<file path="config.mk">
export PLATFORM = sky130hd
export DESIGN_NAME = div_unit_flat
export DESIGN_NICKNAME = d
export VERILOG_FILES = /design/src/rtl/div_unit_if.sv /design/src/rtl/div_unit.sv /design/src/flat_wrapper.sv
export SDC_FILE = /design/constraint.sdc
export NUM_CORES = 1
export LEC_CHECK = 0
export ABC_AREA = 1
export CAP_MARGIN = 20
export CORE_MARGIN = 5
export CORE_UTILIZATION = 35
export CTS_CLUSTER_SIZE = 10
export DETAILED_ROUTE_END_ITERATION = 12
export GPL_TIMING_DRIVEN = 0
export PLACE_DENSITY_LB_ADDON = 0.25
export SLEW_MARGIN = 20
export SYNTH_ARGS = -nofsm -noshare
export SYNTH_HDL_FRONTEND = slang
export SYNTH_SLANG_ARGS = --single-unit
export TNS_END_PERCENT = 30
</file>
<file path="constraint.sdc">
create_clock -name clk -period 5.8 [get_ports clk]
set_input_delay 0.58 -clock clk [delete_from_list [all_inputs] [get_ports clk]]
set_output_delay 0.58 -clock clk [all_outputs]
set_load 0.005 [all_outputs]
</file>
<file path="src/rtl/div_unit_if.sv">
// Request/response bus for div_unit.
//   master: requester side  (drives in_valid, op, A, B, out_ready)
//   slave : divider side    (drives in_ready, out_valid, result, div_zero)
interface div_unit_if #(
    parameter int unsigned size = 32
);
    logic              in_valid;
    logic              in_ready;
    logic [1:0]        op;
    logic [size-1:0]   A;
    logic [size-1:0]   B;
    logic              out_valid;
    logic              out_ready;
    logic [size-1:0]   result;
    logic              div_zero;

    modport master (
        output in_valid, op, A, B, out_ready,
        input  in_ready, out_valid, result, div_zero
    );

    modport slave (
        input  in_valid, op, A, B, out_ready,
        output in_ready, out_valid, result, div_zero
    );
endinterface

</file>
<file path="src/rtl/div_unit.sv">
// Multi-cycle restoring divider: DIV, DIVU, REM, REMU (RISC-V semantics).
//   clk    : rising-edge clock
//   rst_n  : asynchronous active-low reset
//   flush  : synchronous abort of any operation in flight
//   bus    : div_unit_if.slave (in_valid/in_ready request with op, A, B;
//            out_valid/out_ready response with result, div_zero)
// Non-special requests take size CALC cycles plus one FIX cycle.
// Divide-by-zero and signed overflow are resolved at acceptance.
module div_unit #(
    parameter int unsigned size = 32
) (
    input  logic        clk,
    input  logic        rst_n,
    input  logic        flush,
    div_unit_if.slave   bus
);
    localparam int unsigned CW = (size > 1) ? $clog2(size) : 1;

    localparam logic [1:0] S_IDLE = 2'd0;
    localparam logic [1:0] S_CALC = 2'd1;
    localparam logic [1:0] S_FIX  = 2'd2;
    localparam logic [1:0] S_DONE = 2'd3;

    localparam logic [size-1:0] MIN_NEG = {1'b1, {(size-1){1'b0}}};

    logic [1:0]      state_q,     state_d;
    logic [CW-1:0]   cnt_q,       cnt_d;
    logic [size-1:0] rem_q,       rem_d;
    logic [size-1:0] quo_q,       quo_d;
    logic [size-1:0] div_q,       div_d;
    logic            neg_q,       neg_d;
    logic            is_rem_q,    is_rem_d;
    logic [size-1:0] result_q,    result_d;
    logic            div_zero_q,  div_zero_d;
    logic            out_valid_q, out_valid_d;
    logic            in_ready_q,  in_ready_d;

    logic            signed_op;
    logic            a_neg;
    logic            b_neg;
    logic [size-1:0] a_abs;
    logic [size-1:0] b_abs;
    logic [size:0]   shifted;
    logic [size:0]   trial;
    logic [size-1:0] fix_val;

    // State and datapath registers
    always_ff @(posedge clk or negedge rst_n) begin
        if (!rst_n) begin
            state_q     <= S_IDLE;
            cnt_q       <= '0;
            rem_q       <= '0;
            quo_q       <= '0;
            div_q       <= '0;
            neg_q       <= 1'b0;
            is_rem_q    <= 1'b0;
            result_q    <= '0;
            div_zero_q  <= 1'b0;
            out_valid_q <= 1'b0;
            in_ready_q  <= 1'b1;
        end else begin
            state_q     <= state_d;
            cnt_q       <= cnt_d;
            rem_q       <= rem_d;
            quo_q       <= quo_d;
            div_q       <= div_d;
            neg_q       <= neg_d;
            is_rem_q    <= is_rem_d;
            result_q    <= result_d;
            div_zero_q  <= div_zero_d;
            out_valid_q <= out_valid_d;
            in_ready_q  <= in_ready_d;
        end
    end

    // Next-state, datapath step and output logic
    always_comb begin
        state_d     = state_q;
        cnt_d       = cnt_q;
        rem_d       = rem_q;
        quo_d       = quo_q;
        div_d       = div_q;
        neg_d       = neg_q;
        is_rem_d    = is_rem_q;
        result_d    = result_q;
        div_zero_d  = div_zero_q;
        out_valid_d = out_valid_q;
        in_ready_d  = in_ready_q;

        signed_op = ~bus.op[0];
        a_neg     = signed_op & bus.A[size-1];
        b_neg     = signed_op & bus.B[size-1];
        a_abs     = a_neg ? (~bus.A + size'(1)) : bus.A;
        b_abs     = b_neg ? (~bus.B + size'(1)) : bus.B;

        // MSB of the (size+1)-bit difference is the borrow: set means restore
        shifted   = {rem_q, quo_q[size-1]};
        trial     = shifted - {1'b0, div_q};
        fix_val   = is_rem_q ? rem_q : quo_q;

        case (state_q)
            S_IDLE: begin
                if (bus.in_valid) begin
                    is_rem_d   = bus.op[1];
                    in_ready_d = 1'b0;
                    if (bus.B == '0) begin
                        result_d    = bus.op[1] ? bus.A : '1;
                        div_zero_d  = 1'b1;
                        out_valid_d = 1'b1;
                        state_d     = S_DONE;
                    end else if (signed_op && bus.A == MIN_NEG && bus.B == '1) begin
                        result_d    = bus.op[1] ? '0 : MIN_NEG;
                        div_zero_d  = 1'b0;
                        out_valid_d = 1'b1;
                        state_d     = S_DONE;
                    end else begin
                        rem_d      = '0;
                        quo_d      = a_abs;
                        div_d      = b_abs;
                        // Remainder takes the dividend's sign, quotient the XOR
                        neg_d      = bus.op[1] ? a_neg : (a_neg ^ b_neg);
                        cnt_d      = '0;
                        div_zero_d = 1'b0;
                        state_d    = S_CALC;
                    end
                end
            end
            S_CALC: begin
                quo_d = {quo_q[size-2:0], ~trial[size]};
                rem_d = trial[size] ? shifted[size-1:0] : trial[size-1:0];
                cnt_d = cnt_q + CW'(1);
                if (cnt_q == CW'(size - 1)) begin
                    state_d = S_FIX;
                end
            end
            S_FIX: begin
                result_d    = neg_q ? (~fix_val + size'(1)) : fix_val;
                out_valid_d = 1'b1;
                state_d     = S_DONE;
            end
            default: begin
                if (bus.out_ready) begin
                    out_valid_d = 1'b0;
                    in_ready_d  = 1'b1;
                    state_d     = S_IDLE;
                end
            end
        endcase

        // Abort wins over any request or consume in the same cycle
        if (flush) begin
            state_d     = S_IDLE;
            out_valid_d = 1'b0;
            in_ready_d  = 1'b1;
        end
    end

    assign bus.in_ready  = in_ready_q;
    assign bus.out_valid = out_valid_q;
    assign bus.result    = result_q;
    assign bus.div_zero  = div_zero_q;
endmodule

</file>
<file path="src/flat_wrapper.sv">
// flat-port wrapper written by rule: the top's interface ports become plain ports
module div_unit_flat 
#(
    parameter int unsigned size = 32
)
  (clk, rst_n, flush, bus_in_valid, bus_op, bus_A, bus_B, bus_out_ready, bus_in_ready, bus_out_valid, bus_result, bus_div_zero);
  div_unit_if #(.size(size)) bus_i ();
  input  logic clk;
  input  logic rst_n;
  input  logic flush;
  input wire logic [$bits(bus_i.in_valid)-1:0] bus_in_valid;
  input wire logic [$bits(bus_i.op)-1:0] bus_op;
  input wire logic [$bits(bus_i.A)-1:0] bus_A;
  input wire logic [$bits(bus_i.B)-1:0] bus_B;
  input wire logic [$bits(bus_i.out_ready)-1:0] bus_out_ready;
  output wire logic [$bits(bus_i.in_ready)-1:0] bus_in_ready;
  output wire logic [$bits(bus_i.out_valid)-1:0] bus_out_valid;
  output wire logic [$bits(bus_i.result)-1:0] bus_result;
  output wire logic [$bits(bus_i.div_zero)-1:0] bus_div_zero;
  assign bus_i.in_valid = bus_in_valid;
  assign bus_i.op = bus_op;
  assign bus_i.A = bus_A;
  assign bus_i.B = bus_B;
  assign bus_i.out_ready = bus_out_ready;
  assign bus_in_ready = bus_i.in_ready;
  assign bus_out_valid = bus_i.out_valid;
  assign bus_result = bus_i.result;
  assign bus_div_zero = bus_i.div_zero;
  div_unit #(.size(size)) u_core (.clk(clk), .rst_n(rst_n), .flush(flush), .bus(bus_i));
endmodule
</file>
[Word-level counts from Yosys, hierarchy flattened]
Index checks and enable logic that the tools add are counted.
Widths: inputs -> output; s select.
Storage, ports and cells
  memory bits (writable): 0
  register bits: 140
  latch bits: 0
  memories: 0
  ROM bits: 0
  input bits: 71
Operators by class
  add/sub/neg operators: 5
  multiply operators: 0
  bitwise logic cells: 10
  divide/modulo/power cells: 0
  shift operators: 0
  muxes and demuxes: 42
  reduce and logical (&&, ||, !) cells: 17
  equality and inequality tests: 14
  order comparisons: 0
Operator list (number)
  $mux 32: 16
  $pmux 32 s2: 3
  $add 32x1->32 const B: 3
  $not 32->32: 3
  $eq 32x32->1 const B: 2
  $sub 33x32->33: 1
  $logic_not 32->1: 1
  $mux 5: 3
  $mux 2: 6
  $reduce_and 4->1: 3
  $mux 1: 10
  $pmux 5 s2: 1
  $reduce_and 3->1: 3
  $ne 2x2->1 const B: 4
  $pmux 2 s3: 1
  $add 5x1->5 const B: 1
  $eq 5x5->1 const B: 1
  $reduce_bool 5->1: 1
  $ne 4x2->1 const B: 1
  $not 1->1: 4
  $reduce_bool 2->1: 2
  $reduce_bool 4->1: 1
  $ne 3x1->1 const B: 1
  $ne 3x2->1 const B: 1
  other kinds (13): 15

[Logic depth before layout (Yosys ltp)]
  depth in word-level cells: 8
  mapped depth: 19
  depth with buffers taken out: 18

[Least setup slack after synthesis]
Ideal clock, no wire load.
  kind: reg-to-reg
  from: register u_core.quo_q[31]
  to: register u_core.rem_q[18]
  setup time: 0.117 ns
  cell stages (with the launch flop): 18
  arrival time: 2.161 ns
  setup slack: 3.523 ns
  required time: 5.683 ns
  cells stage by stage: dfrtp_1 -> inv_1 -> ha_1 -> inv_1 -> fa_1 -> nand3_1 -> nand3_1 -> nand2_1 -> nand2_1 -> nand2_1 -> nand2_2 -> nand2_1 -> nand3_1 -> nand2_2 -> buf_4 -> nand3_1 -> nand3_2 -> nand2_1
Between the ends
  word-level cells in the longest chain between the ends: 3
Ends and longest elaborated chain
  from (decl): RTL line div_unit.sv:29  | logic [size-1:0] quo_q, quo_d;
  from (signal assigned): RTL line div_unit.sv:65  | quo_q <= quo_d;
  $sub 33x32->33: RTL line div_unit.sv:98  | trial = shifted - {1'b0, div_q};
  $mux 32: RTL line div_unit.sv:130  | rem_d = trial[size] ? shifted[size-1:0] : trial[size-1:0];
  $pmux 32 s2: RTL line div_unit.sv:101  | case (state_q)
  to (signal assigned): RTL line div_unit.sv:64  | rem_q <= rem_d;
  to (decl): RTL line div_unit.sv:28  | logic [size-1:0] rem_q, rem_d;
Every way passes these cells.
A chain may end at the register's enable or synchronous reset.

[Worst setup path in the final report]
  from: register u_core.quo_q[31]
  to: register u_core.rem_q[25]
Same word-level chain as after synthesis.

==> metrics.yaml <==
die_width_um: 202
synth_top_cell_by_area: "dfrtp_1"
crit_path_max_incr_delay_ps: 420
slowest_stage: "fa_1"
synth_top_cell_area_share_pct: 27.1
worstRegToRegCells: 17
dp_hpwl_um: 40800
synth-xor-area-share_pct: 3.82
root_buffer: "clkbuf_16"
tritoncts: "done"
min_period_ps: 3040
synth_edf_count: 0
viasPerCell: 5.16
finalSetupViolations: 0
grt_first_pass_wirelength_um: 76100
rsz0062_at_grt: "false"
final_core_util_pct: 41.3
synthMuxAreaShare_pct: 0
power_leakage_nw: 7.76
ios: 106
maxCapViolations: 0
antenna_found_initial: 0
ys_dominant_reg_cell: "dfrtp_1"
startpoint_type: "flip-flop"
power_density_nw_per_um2: 423
antenna_left: 0
hold_buffers: 0
status: "finished clean"
crit_fanout: 10
fmax_mhz: 329
multi_input_area_um2: 7780
ctsResizeCount: 0
synth-compound-area-share_pct: 11.2
synth_area_leaders: "dfrtp_1 (27%), nand2_1 (22%), inv_1 (8.7%), nor2_1 (5.9%), nand3_1 (5.8%)"
yosys_warnings: 0
power.total_mw: 6.36
yosysSeqAreaShare_pct: 27.3
cts_made_buffers: 17
n_antenna_cell: 0
routabilityCongestion: 0.958
avgSynthCellArea_um2: 6.09
rows: 70
syn_nets: 2225
synthArstFlopShare_pct: 100
vias: 14000
finalHoldViolCount: 0
area_growth_pct: 17.1
skew_ps: 11.5
synth_cell_type_count: 47
synth_top_family_by_area: "simple AND/OR/NAND/NOR gates"
core_um2: 36400
syn-instance-count: 2111
final_cell_mix: "nand2_1 (766), inv_1 (297), nor2_1 (201)"
final_common_cell: "nand2_1"
clk_pin_slew_ps: 70
synthAdderAreaFrac_pct: 4.24
cts_sinks: 140
wirelength_um: 49800
syn-cell-area_um2: 12900
r2r-end: "u_core.rem_q[25]"
irDropWorstVdd_mv: 0.245
grt_max_degree: 83
worst_pin_slew_ps: 835
fin_crit_sh_pct: 52.5
hold_class: "input port to asynchronous set/reset pin"
nNetsFinal: 2350
worst-endpoint-required_ps: 6140
grt_overflow: 0
first_pass_iters: 6
synth-seq-cells: 140
cts_max_level: 4
slew_headroom_pct: 43.7
dr.first_iter.drc_count: 1305
track_usage_pct: 24.1
r2r-start: "u_core.quo_q[31]"
port_buffers: 105
dieArea_um2: 40700
critPathCaptureType: "flip-flop"
start_util_pct: 35.3
criticalPathCategory: "flip-flop to flip-flop"
clockBufferDepth: 2
drive_gt1_share_pct: 6.90
drt-wirelength-per-cell_um: 18.3
cts_setup_buffers: 0
slew_viol_final: 0
regArea_um2: 3500
die_y_um: 202
first_global_vias: 13300
worstPathCellList: "inv_1, ha_1, inv_1, fa_1, nand3_1, nand3_1, nand2_1, nand2_1, nand2_1, nand2_2, nand2_1, nand3_1, nand2_2, buf_4, nand3_1, nand3_1, nand2_1"
arrival_ps: 3380
r2r_slack_ps: 2760
synthSimpleGateAreaFrac_pct: 41.3
drc: 0
n_fill_cell: 3941
clk_latency_ps: 440
[kinds of logic (layout without fill, tap and decap cells)]
logic type	after synthesis	after routing
AOI/OAI and AO/OA	255	255
adders and majority gates	43	43
DFF	140	140
and+or+nand+nor	1241	1241
buffers and inverters	376	513
xor gates and xnor gates	56	56
[worst max-delay path by stage]
stage / startpoint / end / slack, ps
floorplan: u_core.quo_q[31] / u_core.rem_q[18] / 3520
global placement: rst_n / u_core.bus.result[28] / -1670
detailed placement: bus_A[0] / u_core.quo_q[25] / 2430
CTS: u_core.quo_q[31] / u_core.rem_q[25] / 2790
global route: u_core.quo_q[31] / u_core.rem_q[27] / 2540
finish: u_core.quo_q[31] / u_core.rem_q[25] / 2760
[per-stage QoR]
stage	hold WS (ps)	std cells	area [um^2]	setup TNS, ps	setup slack, ps
2_1_floorplan	284	2111	12900	0	3520
3_3_place_gp	468	2684	14500	-228750	-1670
3_5_place_dp	470	2685	14500	0	2430
4_1_cts	73.0	2716	15100	0	2790
5_1_grt	93.9	2716	15100	0	2540
6_report	53.4	2716	15100	0	2760
[area by class of cell]
class | count | area share, %
Multi-Input combinational cell | 1595 | 51.7
Sequential cell | 140 | 23.3
Inverter | 304 | 7.58
Timing Repair Buffer | 106 | 7.20
Tap cell | 468 | 3.89
Clock buffer | 20 | 2.97
Buffer | 72 | 2.83
Clock inverter | 11 | 0.573
[power breakdown]
| part | internal [mW] | total, mW | switching (mW) |
|---|---|---|---|
| Sequential | 1.32 | 1.63 | 0.310 |
| Combinational | 1.22 | 3.68 | 2.46 |
| Clock | 0.561 | 1.05 | 0.491 |
[state kept, by name, summed over array words and instances (netlist names)]
name	flops
u_core.bus.in_ready	1
u_core.cnt_q	5
u_core.div_q	32
u_core.neg_q	1
u_core.bus.div_zero	1
u_core.bus.result	32
u_core.rem_q	32
u_core.state_q	2
u_core.bus.out_valid	1
u_core.quo_q	32
u_core.is_rem_q	1
[routing by layer]
metal,GRT usage (%),part of all wire [%],vias to the layer above
met5,0,0,-
met4,7.45,2.9,0
met3,3.80,7.2,79
met2,37.8,44,481
met1,34.1,46,6575
li1,-,-,6883
[cells in the mapped netlist (all sizes together), types with 7 or more instances]
cell,number
nand2,777
inv,304
nor2,217
nand3,175
o21ai,163
dfrtp,139
buf,49
a21oi,42
ha,42
xor2,40
nand4,28
o211ai,24
clkbuf,23
nor3,17
xnor2,16
nand3b,9
and2,7
o22ai,7
[worst max-delay path, delay by kind of cell, from the launching register on]
kind	cells	cell delay (ps)
and+or+nand+nor	12	1390
adders and majority gates	2	620
buffers and inverters	3	530
DFF	1	390
(Power assumes the default switching activity.)
